## src/rtl/pzcorebus_axi_boundary_splitter.sv

```systemverilog
//------------------------------------------------------------------------------
// Module   : pzcorebus_axi_boundary_splitter
// Function : Splits corebus commands into pieces that never cross a 4 KB
//            boundary nor exceed MAX_BURST_LENGTH words; regenerates the
//            per-piece write-data last and flags the final piece.
// Revision : 1.0 - initial release
//------------------------------------------------------------------------------
`default_nettype none

module pzcorebus_axi_boundary_splitter #(
  parameter int ADDRESS_WIDTH    = 64,
  parameter int DATA_WIDTH       = 128,
  parameter int ID_WIDTH         = 8,
  parameter int LENGTH_WIDTH     = 10,
  parameter int MAX_BURST_LENGTH = 256,
  parameter int PIECE_FIFO_DEPTH = 4
) (
  input  logic                      i_clk,
  input  logic                      i_rst_n,
  input  logic                      i_mcmd_valid,
  output logic                      o_scmd_accept,
  input  logic                      i_mcmd_with_data,
  input  logic [ID_WIDTH-1:0]       i_mid,
  input  logic [ADDRESS_WIDTH-1:0]  i_maddr,
  input  logic [LENGTH_WIDTH-1:0]   i_mlength,
  input  logic                      i_mdata_valid,
  output logic                      o_sdata_accept,
  input  logic [DATA_WIDTH-1:0]     i_mdata,
  input  logic [DATA_WIDTH/8-1:0]   i_mdata_byteen,
  input  logic                      i_mdata_last,
  output logic                      o_mcmd_valid,
  input  logic                      i_scmd_accept,
  output logic                      o_mcmd_with_data,
  output logic [ID_WIDTH-1:0]       o_mid,
  output logic [ADDRESS_WIDTH-1:0]  o_maddr,
  output logic [LENGTH_WIDTH-1:0]   o_mlength,
  output logic                      o_mcmd_final,
  output logic                      o_mdata_valid,
  input  logic                      i_sdata_accept,
  output logic [DATA_WIDTH-1:0]     o_mdata,
  output logic [DATA_WIDTH/8-1:0]   o_mdata_byteen,
  output logic                      o_mdata_last
);

  localparam int BPW         = DATA_WIDTH / 8;
  localparam int BPW_SHIFT   = $clog2(BPW);
  // Remaining/piece lengths need one extra bit to hold 2**LENGTH_WIDTH.
  localparam int REM_WIDTH   = LENGTH_WIDTH + 1;
  // Piece arithmetic must also hold a full 4 KB worth of words (up to 4096).
  localparam int PIECE_WIDTH = (REM_WIDTH > 13) ? REM_WIDTH : 13;
  localparam int PTR_WIDTH   = (PIECE_FIFO_DEPTH > 1) ? $clog2(PIECE_FIFO_DEPTH) : 1;
  localparam int CNT_WIDTH   = $clog2(PIECE_FIFO_DEPTH + 1);

  localparam logic [12:0] BOUNDARY_BYTES = 13'd4096;

  localparam logic [0:0] IDLE  = 1'b0;
  localparam logic [0:0] ISSUE = 1'b1;

  logic [0:0]               state;
  logic [0:0]               state_next;

  logic                     with_data;
  logic [ID_WIDTH-1:0]      id;
  logic [ADDRESS_WIDTH-1:0] addr;
  logic [REM_WIDTH-1:0]     remaining;

  logic [12:0]              room_bytes;
  logic [PIECE_WIDTH-1:0]   room;
  logic [PIECE_WIDTH-1:0]   piece;
  logic                     piece_final;
  logic [REM_WIDTH-1:0]     piece_len;

  logic                     capture;
  logic                     cmd_fire;
  logic                     data_fire;

  logic [REM_WIDTH-1:0]     fifo_mem [PIECE_FIFO_DEPTH];
  logic [PTR_WIDTH-1:0]     wr_ptr;
  logic [PTR_WIDTH-1:0]     rd_ptr;
  logic [CNT_WIDTH-1:0]     fifo_count;
  logic                     fifo_empty;
  logic                     fifo_full;
  logic                     fifo_push;
  logic                     fifo_pop;
  logic [REM_WIDTH-1:0]     fifo_head;
  logic [REM_WIDTH-1:0]     beat_cnt;

  function automatic logic [PTR_WIDTH-1:0] ptr_inc(input logic [PTR_WIDTH-1:0] p);
    return (p == PTR_WIDTH'(PIECE_FIFO_DEPTH - 1)) ? '0 : p + PTR_WIDTH'(1);
  endfunction

  assign capture   = (state == IDLE) && i_mcmd_valid;
  assign cmd_fire  = o_mcmd_valid && i_scmd_accept;
  assign data_fire = o_mdata_valid && i_sdata_accept;

  // Command FSM state register.
  always_ff @(posedge i_clk or negedge i_rst_n) begin
    if (!i_rst_n) state <= IDLE;
    else          state <= state_next;
  end

  // Command FSM next-state: leave ISSUE once the final piece is handed off.
  always_comb begin
    state_next = state;
    case (state)
      IDLE:    if (i_mcmd_valid) state_next = ISSUE;
      ISSUE:   if (cmd_fire && piece_final) state_next = IDLE;
      default: state_next = IDLE;
    endcase
  end

  // Command FSM outputs: accept upstream in IDLE, offer pieces in ISSUE while
  // a write still has room in the piece FIFO.
  always_comb begin
    o_scmd_accept = 1'b0;
    o_mcmd_valid  = 1'b0;
    case (state)
      IDLE:    o_scmd_accept = 1'b1;
      ISSUE:   o_mcmd_valid  = !(with_data && fifo_full);
      default: o_mcmd_valid  = 1'b0;
    endcase
  end

  // Captured command and running address/remaining, advanced per issued piece.
  always_ff @(posedge i_clk or negedge i_rst_n) begin
    if (!i_rst_n) begin
      with_data <= 1'b0;
      id        <= '0;
      addr      <= '0;
      remaining <= '0;
    end else if (capture) begin
      with_data <= i_mcmd_with_data;
      id        <= i_mid;
      addr      <= i_maddr;
      remaining <= {(i_mlength == '0), i_mlength};
    end else if (cmd_fire) begin
      addr      <= addr + (ADDRESS_WIDTH'(piece) << BPW_SHIFT);
      remaining <= remaining - piece_len;
    end
  end

  // Piece size: smallest of what is left, what fits before the 4 KB line,
  // and the burst cap.
  always_comb begin
    room_bytes = BOUNDARY_BYTES - {1'b0, addr[11:0]};
    room       = PIECE_WIDTH'(room_bytes >> BPW_SHIFT);
    piece      = PIECE_WIDTH'(remaining);
    if (room < piece) piece = room;
    if (PIECE_WIDTH'(MAX_BURST_LENGTH) < piece) piece = PIECE_WIDTH'(MAX_BURST_LENGTH);
    piece_final = (piece == PIECE_WIDTH'(remaining));
    piece_len   = piece[REM_WIDTH-1:0];
  end

  assign o_mcmd_with_data = with_data;
  assign o_mid            = id;
  assign o_maddr          = addr;
  assign o_mlength        = piece[LENGTH_WIDTH-1:0];
  assign o_mcmd_final     = piece_final;

  assign fifo_empty = (fifo_count == '0);
  assign fifo_full  = (fifo_count == CNT_WIDTH'(PIECE_FIFO_DEPTH));
  assign fifo_push  = cmd_fire && with_data;
  assign fifo_pop   = data_fire && o_mdata_last;
  assign fifo_head  = fifo_mem[rd_ptr];

  // Piece-length storage; contents are only meaningful while counted valid.
  always_ff @(posedge i_clk) begin
    if (fifo_push) fifo_mem[wr_ptr] <= piece_len;
  end

  // Piece FIFO pointers and occupancy; push and pop may coincide.
  always_ff @(posedge i_clk or negedge i_rst_n) begin
    if (!i_rst_n) begin
      wr_ptr     <= '0;
      rd_ptr     <= '0;
      fifo_count <= '0;
    end else begin
      if (fifo_push) wr_ptr <= ptr_inc(wr_ptr);
      if (fifo_pop)  rd_ptr <= ptr_inc(rd_ptr);
      case ({fifo_push, fifo_pop})
        2'b10:   fifo_count <= fifo_count + CNT_WIDTH'(1);
        2'b01:   fifo_count <= fifo_count - CNT_WIDTH'(1);
        default: fifo_count <= fifo_count;
      endcase
    end
  end

  // Data beats only flow once their piece length is known.
  assign o_mdata        = i_mdata;
  assign o_mdata_byteen = i_mdata_byteen;
  assign o_mdata_valid  = i_mdata_valid && !fifo_empty;
  assign o_sdata_accept = i_sdata_accept && !fifo_empty;
  assign o_mdata_last   = !fifo_empty && (beat_cnt == fifo_head - REM_WIDTH'(1));

  // Beat counter within the current write piece.
  always_ff @(posedge i_clk or negedge i_rst_n) begin
    if (!i_rst_n)      beat_cnt <= '0;
    else if (data_fire) beat_cnt <= o_mdata_last ? '0 : beat_cnt + REM_WIDTH'(1);
  end

`ifndef SYNTHESIS
  // The end of an original command is always also the end of a piece.
  upstream_last_is_piece_end: assert property (
    @(posedge i_clk) disable iff (!i_rst_n)
    (data_fire && i_mdata_last) |-> o_mdata_last
  );
`endif

endmodule

`default_nettype wire
```

## config.mk

```make
export PLATFORM = sky130hd
export DESIGN_NAME = pzcorebus_axi_boundary_splitter
export DESIGN_NICKNAME = d
export VERILOG_FILES = /design/src/rtl/pzcorebus_axi_boundary_splitter.sv
export SDC_FILE = /design/constraint.sdc
export NUM_CORES = 1
export LEC_CHECK = 0
export BUFFER_PORTS_ARGS = -buffer_cell sky130_fd_sc_hd__buf_2
export CORE_AREA = 2 2 182 184
export DETAILED_ROUTE_END_ITERATION = 12
export DIE_AREA = 0 0 184 186
export PLACE_DENSITY_LB_ADDON = 0.2
export REMOVE_ABC_BUFFERS = 1
export SLEW_MARGIN = 0
export SYNTH_ARGS = -nofsm -noshare
export SYNTH_HDL_FRONTEND = slang
export SYNTH_SLANG_ARGS = --single-unit
```

## constraint.sdc

```tcl
create_clock -name i_clk -period 7.5 [get_ports i_clk]
set_input_delay 0.375 -clock i_clk [delete_from_list [all_inputs] [get_ports i_clk]]
set_output_delay 0.375 -clock i_clk [all_outputs]
set_load 0.02 [all_outputs]
```

---- Yosys cells after proc, flatten, opt, wreduce, memory -nomap -nowiden ----
Memory sizes are Yosys's and may differ from the RTL's.
Cells that the tools add are included.
cells by class
  bitwise gates (word level) .............. 1
  magnitude comparators ................... 2
  mux-type cells .......................... 17
  add/subtract/negate cells ............... 9
  reduce and logical (&&, ||, !) cells .... 16
  equality and inequality tests ........... 7
operator list
  cell                                                number
  two-way mux 64 bit                                  2
  adder 64 x 17 -> 64 bit                             1
  two-way mux 11 bit                                  4
  equality test 13 x 11 -> 1 bit                      1
  < comparator 9 x 13 -> 1 bit, first input constant  1
  two-way mux 13 bit                                  1
  subtractor 13 x 12 -> 13 bit, first input constant  1
  adder 11 x 1 -> 11 bit, second input constant       1
  equality test 11 bit                                1
  < comparator 9 x 11 -> 1 bit                        1
  subtractor 11 x 1 -> 11 bit, second input constant  1
  subtractor 11 bit                                   1
  logical AND 1 bit                                   10
  logical NOT 10 bit                                  1
  equality test 2 bit, second input constant          3
  two-way mux 1 bit                                   6
  one-hot mux 3 bit (2 select lines)                  1
  adder 2 x 1 -> 2 bit, second input constant         2
  two-way mux 2 bit                                   2
  nonzero test 2 bit                                  2
  adder 3 x 1 -> 3 bit, second input constant         1
  equality test 3 bit, second input constant          1
  logical NOT 3 bit                                   1
  subtractor 3 x 1 -> 3 bit, second input constant    1
  other kinds (4)                                     5
word-level totals
  bits of input ports ..................... 234
  RAM bits ................................ 44
  bits in registers ....................... 103
  output and inout port bits .............. 233
  memories ................................ 1
  word-level logic and storage cells ...... 62
memory list
  name      words  width  read ports  clocked after Yosys merged registers in  wr ports  RTL line  text
  fifo_mem  4      11     1           0                                        1         77        logic [REM_WIDTH-1:0] fifo_mem [PIECE_FIFO_DEPTH];

---- Logic depth before layout (Yosys ltp) ----
Gate-level depths: netlist of run 1.
  word-level depth ........................ 9
  depth in mapped cells ................... 29
  mapped depth without buffers ............ 26

---- Worst setup path after synthesis of run 1 ----
No wires, ideal clock.
  path kind ............................... flip-flop to flip-flop
  start point ............................. register addr[3], in the netlist o_maddr[3]
  end point ............................... register addr[48], in the netlist o_maddr[48]
  period minus slack after synthesis ...... 6.458 ns
  path slack .............................. 1.042 ns
  setup time .............................. 0.087 ns
  cell stages (with the launch flop) ...... 29
  arrival ................................. 6.371 ns
  path buffers ............................ 3
  data required time ...................... 7.413 ns
  cell sequence ........................... dfrtp_1 or4_1 or3_1 nor3_1 nand2b_1 nor4_2 nor2_1 ha_1 and3_1 nand3_1 o21ai_0 a21oi_1 or3_1 buf_2 buf_2 mux2i_1 ha_1 inv_1 fa_1 nor2b_1 o21ai_0 a21boi_0 o211ai_1 a21boi_0 o31a_1 clkbuf_1 nand4_1 or3_1 o211ai_1
on the way
  word-level cells in the longest chain between the ends .. 8
ends and longest elaborated chain
  item                              RTL line  text
  from (decl)                       64        logic [ADDRESS_WIDTH-1:0] addr;
  from (signal assigned)            134       addr <= i_maddr;
  from (signal assigned)            137       addr <= addr + (ADDRESS_WIDTH'(piece) << BPW_SHIFT);
  subtractor 13 x 12 -> 13 bit (*)  145       room_bytes = BOUNDARY_BYTES - {1'b0, addr[11:0]};
  < comparator 9 x 11 -> 1 bit      148       if (room < piece) piece = room;
  two-way mux 11 bit (*)            148
  < comparator 9 x 13 -> 1 bit      149       if (PIECE_WIDTH'(MAX_BURST_LENGTH) < piece) piece = PIECE_WIDTH'(MAX_BURST_LENGTH);
  two-way mux 13 bit (*)            149
  net piece[0]                      69        logic [PIECE_WIDTH-1:0] piece;
  adder 64 x 17 -> 64 bit (*)       137
  two-way mux 64 bit (*)            136       end else if (cmd_fire) begin
  two-way mux 64 bit (*)            131       end else if (capture) begin
Mark *: on every way through the listed nets, which the timed path passes. The rest lies on a longest branch. The select of a mux whose other input is x is not followed.
A chain may end at the register's enable or synchronous reset.

---- Worst setup path after layout of run 1 ----
  start point ............................. register addr[1], in the netlist o_maddr[1]
  end point ............................... register addr[42], in the netlist o_maddr[42]
on the way
  word-level cells in the longest chain between the ends .. 8
ends and longest elaborated chain
  item                          RTL line
  subtractor 13 x 12 -> 13 bit  145
  < comparator 9 x 11 -> 1 bit  148
  two-way mux 11 bit            148
  < comparator 9 x 13 -> 1 bit  149
  two-way mux 13 bit            149
  adder 64 x 17 -> 64 bit (*)   137
  two-way mux 64 bit (*)        136
  two-way mux 64 bit (*)        131
Mark *: on every way between the ends. The rest lies on a longest branch, timed or not. The select of a mux whose other input is x is not followed.

==> impl_metrics.json, run 1 <==
{
  "hold_start": "i_mid[7]",
  "critPathKind": "flip-flop to flip-flop",
  "leakage_nw": 4.79,
  "r2r_end": "o_maddr[42]",
  "yosys-top-cells-area": "dfrtp_1 26%, edfxtp_1 13%, buf_4 12%",
  "grt-ovfl-total": 0,
  "min_path_type": "input pin to flip-flop",
  "vias_per_cell": 5.39,
  "ys_types": 72,
  "power_density_mw_per_mm2": 403,
  "seqPwrFrac_pct": 29.9,
  "die_w_um": 184,
  "crit_chain": "or4_1, or3_1, nor3_1, nand2b_1, xor2_1, ha_1, nor2b_1, o21ai_0, nand2b_1, a21oi_1, o21ai_0, a21oi_1, or3_1, buf_4, mux2_2, ha_1, o21ai_0, a21boi_0, o211ai_1, a21boi_0, o31a_1, nand2_1, or4_1, nand3_1",
  "synth-edff-count": 44,
  "cts_tree": "done",
  "synth-main-ff-cell": "dfrtp_1",
  "netlist.top_cell.by_area": "dfrtp_1",
  "r2r-start": "o_maddr[1]",
  "grt_pass1_wl_mm": 68.8,
  "post-place-ws_ns": 0.535,
  "place.gp.congestion": 0.912,
  "wl_per_cell_um": 34.3,
  "numPortBuffers": 176,
  "worst_ep_required_time_ns": 7.87,
  "power_switching_mw": 1.93,
  "grt_max_degree": 79,
  "place_hpwl_mm": 43.1,
  "start_util_pct": 31.1,
  "first_global_vias": 7974,
  "report.final.slew_viol_count": 0,
  "fin_util_pct": 33.8,
  "layout_common_cells": "175 x buf_2, 114 x nand2_1, 103 x dfrtp_1, 69 x nor2_1, 54 x o21ai_0",
  "num_vias": 8187,
  "crit_path_max_incr_delay_ns": 0.63,
  "cts.sinks": 147,
  "drtAntennaViolNets": 0,
  "dieHeight_um": 186,
  "syn_inst": 1070,
  "htree_levels": 4,
  "pin_count": 467,
  "dieArea_mm2": 0.0342,
  "fmax_mhz": 144,
  "synth.cell_area_mm2": 0.0100,
  "tns_ns": 0,
  "finClkSkew_ns": 0.0304,
  "area_growth_pct": 8.85,
  "power_frac_comb_pct": 49.4,
  "drive_above_1_share_pct": 24.4,
  "fin_ws_ns": 0.547,
  "min_path_cells": 3,
  "final-setup-viol-count": 0,
  "floorplan.rows": 66,
  "cts_root_buf": "clkbuf_16",
  "rsz0062_at_grt": "false",
  "post-route-period-util_pct": 92.7,
  "cp_common_cell": "o21ai_0",
  "avgSynthCellArea_um2": 9.35,
  "fin_cells": 1520,
  "pwr-share-clk_pct": 20.6,
  "drt_wl_total_mm": 52.2,
  "hold_viol_final": 0,
  "reg2regPathDepth": 24,
  "hold_end": "o_mid[7]",
  "outcome": "finished, final reports clean",
  "first_pass_iters": 5,
  "dr.first_iter.drc_count": 446,
  "layout_commonest_cell": "buf_2",
  "start_kind": "flip-flop",
  "worstMarginPinSlew_ns": 1.20,
  "drc_errors": 0,
  "cts_buffer_depth": 2,
  "numCtsBuffers": 17,
  "critPathMaxFanout": 13,
  "swShare_pct": 43.9,
  "path_clk_slew_ns": 0.08,
  "synth_warnings": 0,
  "relSlewSlack_pct": 20.0,
  "synth_top_cell_area_share_pct": 25.8,
  "drv_cap": 0,
  "vdd_drop_max_v": 0.000185,
  "async_reset_ff_share_pct": 70.1,
  "end_kind": "flip-flop",
  "post-place-cells": 1485,
  "arrival_ns": 7.33,
  "core_region_area_mm2": 0.0322,
  "critPathTopFamily": "simple AND/OR/NAND/NOR gates",
  "internal_power_mw": 2.46,
  "insertion_delay_ns": 0.44,
  "seq_area_frac_synth_pct": 39.0,
  "post-route-min-period_ns": 6.95,
  "nNetsFinal": 1371,
  "reg2reg_slack_ns": 0.55,
  "grt.total_usage_pct": 30.2,
  "antenna_found_initial": 4,
  "path_buf_inv": 1,
  "cpMaxStageDelayCell": "or4_1",
  "yosys_register_bits": 147
}
## cell usage after synthesis (17+ instances only)
master	instances
inv_1	32
dfrtp_1	103
o21ai_0	54
clkbuf_1	30
a21oi_1	37
nand2_1	116
nand4_1	26
and3_1	20
ha_1	37
buf_4	154
edfxtp_1	44
xnor2_1	30
nor2_1	71
nand3_1	46
xor2_1	23
nor3_1	17
## flip-flops by register name, indices dropped and copies added (netlist names)
name	flops
o_maddr	64
fifo_mem	44
beat_cnt	11
remaining	11
o_mid	8
fifo_count	3
rd_ptr	2
wr_ptr	2
o_mcmd_with_data	1
state	1
## tightest hold or removal path: stages
cell and delay [ns]:
buf_2 0.07, nand2_1 0.04, nand2_1 0.04
## how the worst max path moves through the flow
stage / cells past startpoint / endpoint / slack [ns] / from
2_1_floorplan: 25 / o_maddr[56] / 0.59 / o_maddr[3]
3_3_place_gp: 26 / o_maddr[38] / 0.63 / o_maddr[3]
3_5_place_dp: 24 / o_maddr[63] / 0.54 / o_maddr[3]
4_1_cts: 24 / o_maddr[63] / 0.48 / o_maddr[1]
5_1_grt: 25 / o_maddr[56] / 0.04 / o_maddr[3]
6_report: 24 / o_maddr[42] / 0.55 / o_maddr[1]
## routing by layer
metal	track usage, %	wire length, µm
met3	34.1	12900
met5	11.4	540
met1	25.3	15300
met2	42.9	21100
met4	13.9	2420
## power groups by stage
stage                     clock [mW]  sequential, mW  combinational, mW
final                          0.906            1.31               2.17
after global routing           0.951            1.34               2.40
after CTS                      0.921            1.31               2.15
after detailed placement           0            1.32               2.14
after global placement             0            1.32               2.13
after floorplan                    0            1.41               1.33
## metrics by stage
stage | power (mW) | hold slack, ns | cell area [µm²]
final | 4.39 | 0.118 | 10900
after global routing | 4.69 | 0.115 | 10900
after CTS | 4.39 | 0.103 | 10900
after detailed placement | 3.46 | 0.367 | 10200
after global placement | 3.44 | 0.369 | 10200
after floorplan | 2.74 | 0.0794 | 8700
## kinds of logic (layout without fill, tap and decap cells)
group / after synthesis / after routing / share of synthesized area (%)
other: 2 / 14 / 0.0751
xor gates and xnor gates: 54 / 54 / 4.80
muxes: 37 / 37 / 5.19
DFF: 147 / 147 / 39.0
adders and majority gates: 40 / 40 / 5.23
and+or+nand+nor: 364 / 364 / 18.0
AOI/OAI and AO/OA: 198 / 198 / 13.1
buffers and inverters: 228 / 258 / 14.6
## final cells by class
type	instances	area, µm²
tap	408	510
timing repair buffer	194	1020
clock buffer	21	503
sequential	147	3900
multi-input combinational	705	4720
antenna	2	5.00
clock inverter	11	113
fill	3404	21300
inverter	32	120
## what timing repair did
item	4_1_cts	5_1_grt
endpoints found under the hold margin	35	0
hold buffers	1	0
resized for setup	0	2
setup buffers	0	0
endpoints found under the setup margin	0	5
Note: power is estimated with default switching activity, not from simulation.
==> inputs of run 2 (changes only) <==
Settings changed: CORE_AREA 2 2 182 184 to 2 2 184 186, DIE_AREA 0 0 184 186 to 0 0 186 188.
Clock period 7.5 ns to 8.2 ns, I/O delays scaled along.
==> impl_metrics.json, run 2 (synthesis results as in run 1) <==
{
  "core_region_area_mm2": 0.0331,
  "antenna_found_initial": 3,
  "htree_levels": 4,
  "first_global_vias": 8015,
  "layout_common_cells": "175 x buf_2, 114 x nand2_1, 103 x dfrtp_1, 70 x nor2_1, 54 x o21ai_0",
  "dr.first_iter.drc_count": 531,
  "cts_root_buf": "clkbuf_16",
  "min_path_type": "input pin to flip-flop",
  "place_hpwl_mm": 42.4,
  "num_vias": 8170,
  "dieHeight_um": 188,
  "start_kind": "flip-flop",
  "numCtsBuffers": 17,
  "post-route-min-period_ns": 7.09,
  "grt.total_usage_pct": 29.5,
  "nNetsFinal": 1368,
  "drc_errors": 0,
  "path_clk_slew_ns": 0.07,
  "insertion_delay_ns": 0.44,
  "relSlewSlack_pct": 24.7,
  "worst_ep_required_time_ns": 8.53,
  "dieArea_mm2": 0.0350,
  "cts.sinks": 147,
  "grt-ovfl-total": 0,
  "power_density_mw_per_mm2": 364,
  "place.gp.congestion": 0.927,
  "cts_tree": "done",
  "area_growth_pct": 8.89,
  "hold_viol_final": 0,
  "finClkSkew_ns": 0.0161,
  "final-setup-viol-count": 0,
  "grt_max_degree": 79,
  "arrival_ns": 7.42,
  "cts_buffer_depth": 2,
  "fin_cells": 1556,
  "drt_wl_total_mm": 51.7,
  "drtAntennaViolNets": 0,
  "largest_reg_flops": 64,
  "post_cts_resized": 0,
  "post-place-cells": 1522,
  "critPathKind": "flip-flop to flip-flop",
  "fmax_mhz": 141,
  "vias_per_cell": 5.25,
  "layout_commonest_cell": "buf_2",
  "post-place-ws_ns": 1.15,
  "leakage_nw": 4.77,
  "drv_cap": 0,
  "numPortBuffers": 176,
  "first_pass_iters": 5,
  "die_w_um": 186,
  "report.final.slew_viol_count": 0,
  "end_kind": "flip-flop",
  "worstMarginPinSlew_ns": 1.13,
  "drive_above_1_share_pct": 23.9,
  "post-route-period-util_pct": 86.5,
  "tns_ns": 0,
  "grt_pass1_wl_mm": 69.1,
  "fin_ws_ns": 1.11,
  "n_fill_cell": 3466,
  "vdd_drop_max_v": 0.000155,
  "floorplan.rows": 67,
  "wl_per_cell_um": 33.2,
  "critPathMaxFanout": 8,
  "total_power_mw": 3.96,
  "start_util_pct": 30.2,
  "pin_count": 467,
  "outcome": "finished, final reports clean",
  "rsz0062_at_grt": "false"
}
-- run 2: cell count changes in the layout (fill, tap and decap cells not counted), sizes merged --
cell	before	now
buf	193	190
clkinv	5	3
bufinv	1	2
clkinvlp	1	2
inv	36	35
-- run 2: cell type report --
class                   count  area [µm²]  area share [%]
multi-input cells         705        4710            43.2
flip-flops and latches    147        3900            35.8
well taps                 448         561            5.14
inverters                  32         120            1.10
diodes                      2        5.00          0.0459
clock inverters            10         120            1.10
clock buffers              21         483            4.43
repair buffers            191         998            9.16
-- run 2: path summary, 6_finish.rpt --
path	from	to	slack (ns)	cells after the start
setup / recovery	o_maddr[3]	o_maddr[56]	1.11	27
max in group asynchronous	i_rst_n	o_maddr[30]	6.32	3
min in group asynchronous	i_rst_n	o_maddr[40]	0.50	2
hold / removal	i_mcmd_with_data	o_mcmd_with_data	0.16	3
setup reg to reg	o_maddr[3]	o_maddr[56]	1.11	27
hold reg to reg	o_mid[2]	o_mid[2]	0.47	2
-- run 2: worst max-delay path, stage by stage, from the launching register on --
cell and delay (ns):
dfrtp_1 0.39, or4_1 0.65, or3_1 0.42, nor3_1 0.35, nand2b_1 0.22, nor4_2 0.17, buf_4 0.17, nor2_1 0.07
ha_1 0.29, and3_1 0.15, nand3_1 0.07, o21ai_0 0.15, a21oi_1 0.09, or3_1 0.38, mux2i_1 0.24, ha_1 0.22
inv_1 0.06, fa_1 0.40, nor2b_1 0.13, o21ai_0 0.12, a21boi_0 0.41, o211ai_1 0.14, a21boi_0 0.40, o31ai_2 0.26
buf_4 0.23, nor4_1 0.34, a41oi_1 0.17, a211o_1 0.29
-- run 2: per-stage QoR --
stage	hold slack (ns)	utilization, %	cell area [µm²]
2_1_floorplan	0.114	-	8700
3_3_place_gp	0.443	31.0	10300
3_5_place_dp	0.442	31.0	10300
4_1_cts	0.142	32.9	10900
5_1_grt	0.159	32.9	10900
6_report	0.159	32.9	10900
-- run 2: metal layers --
metal,share of wire (%),vias to the layer above,track usage (%)
met2,41,562,41.5
met4,3.8,14,11.1
met3,25,62,33.5
met1,30,3827,25.6
li1,-,3705,-
met5,1.0,-,11.6
-- run 2: timing repair --
action,CTS,global route
setup buffers,0,0
endpoints found under the hold margin,20,0
setup endpoints to repair,0,0
hold buffers,1,0
-- run 2: report_power, final --
part	total [mW]	internal (mW)	switching (mW)
registers	1.20	0.984	0.215
logic	1.94	0.772	1.17
clock network	0.820	0.486	0.334
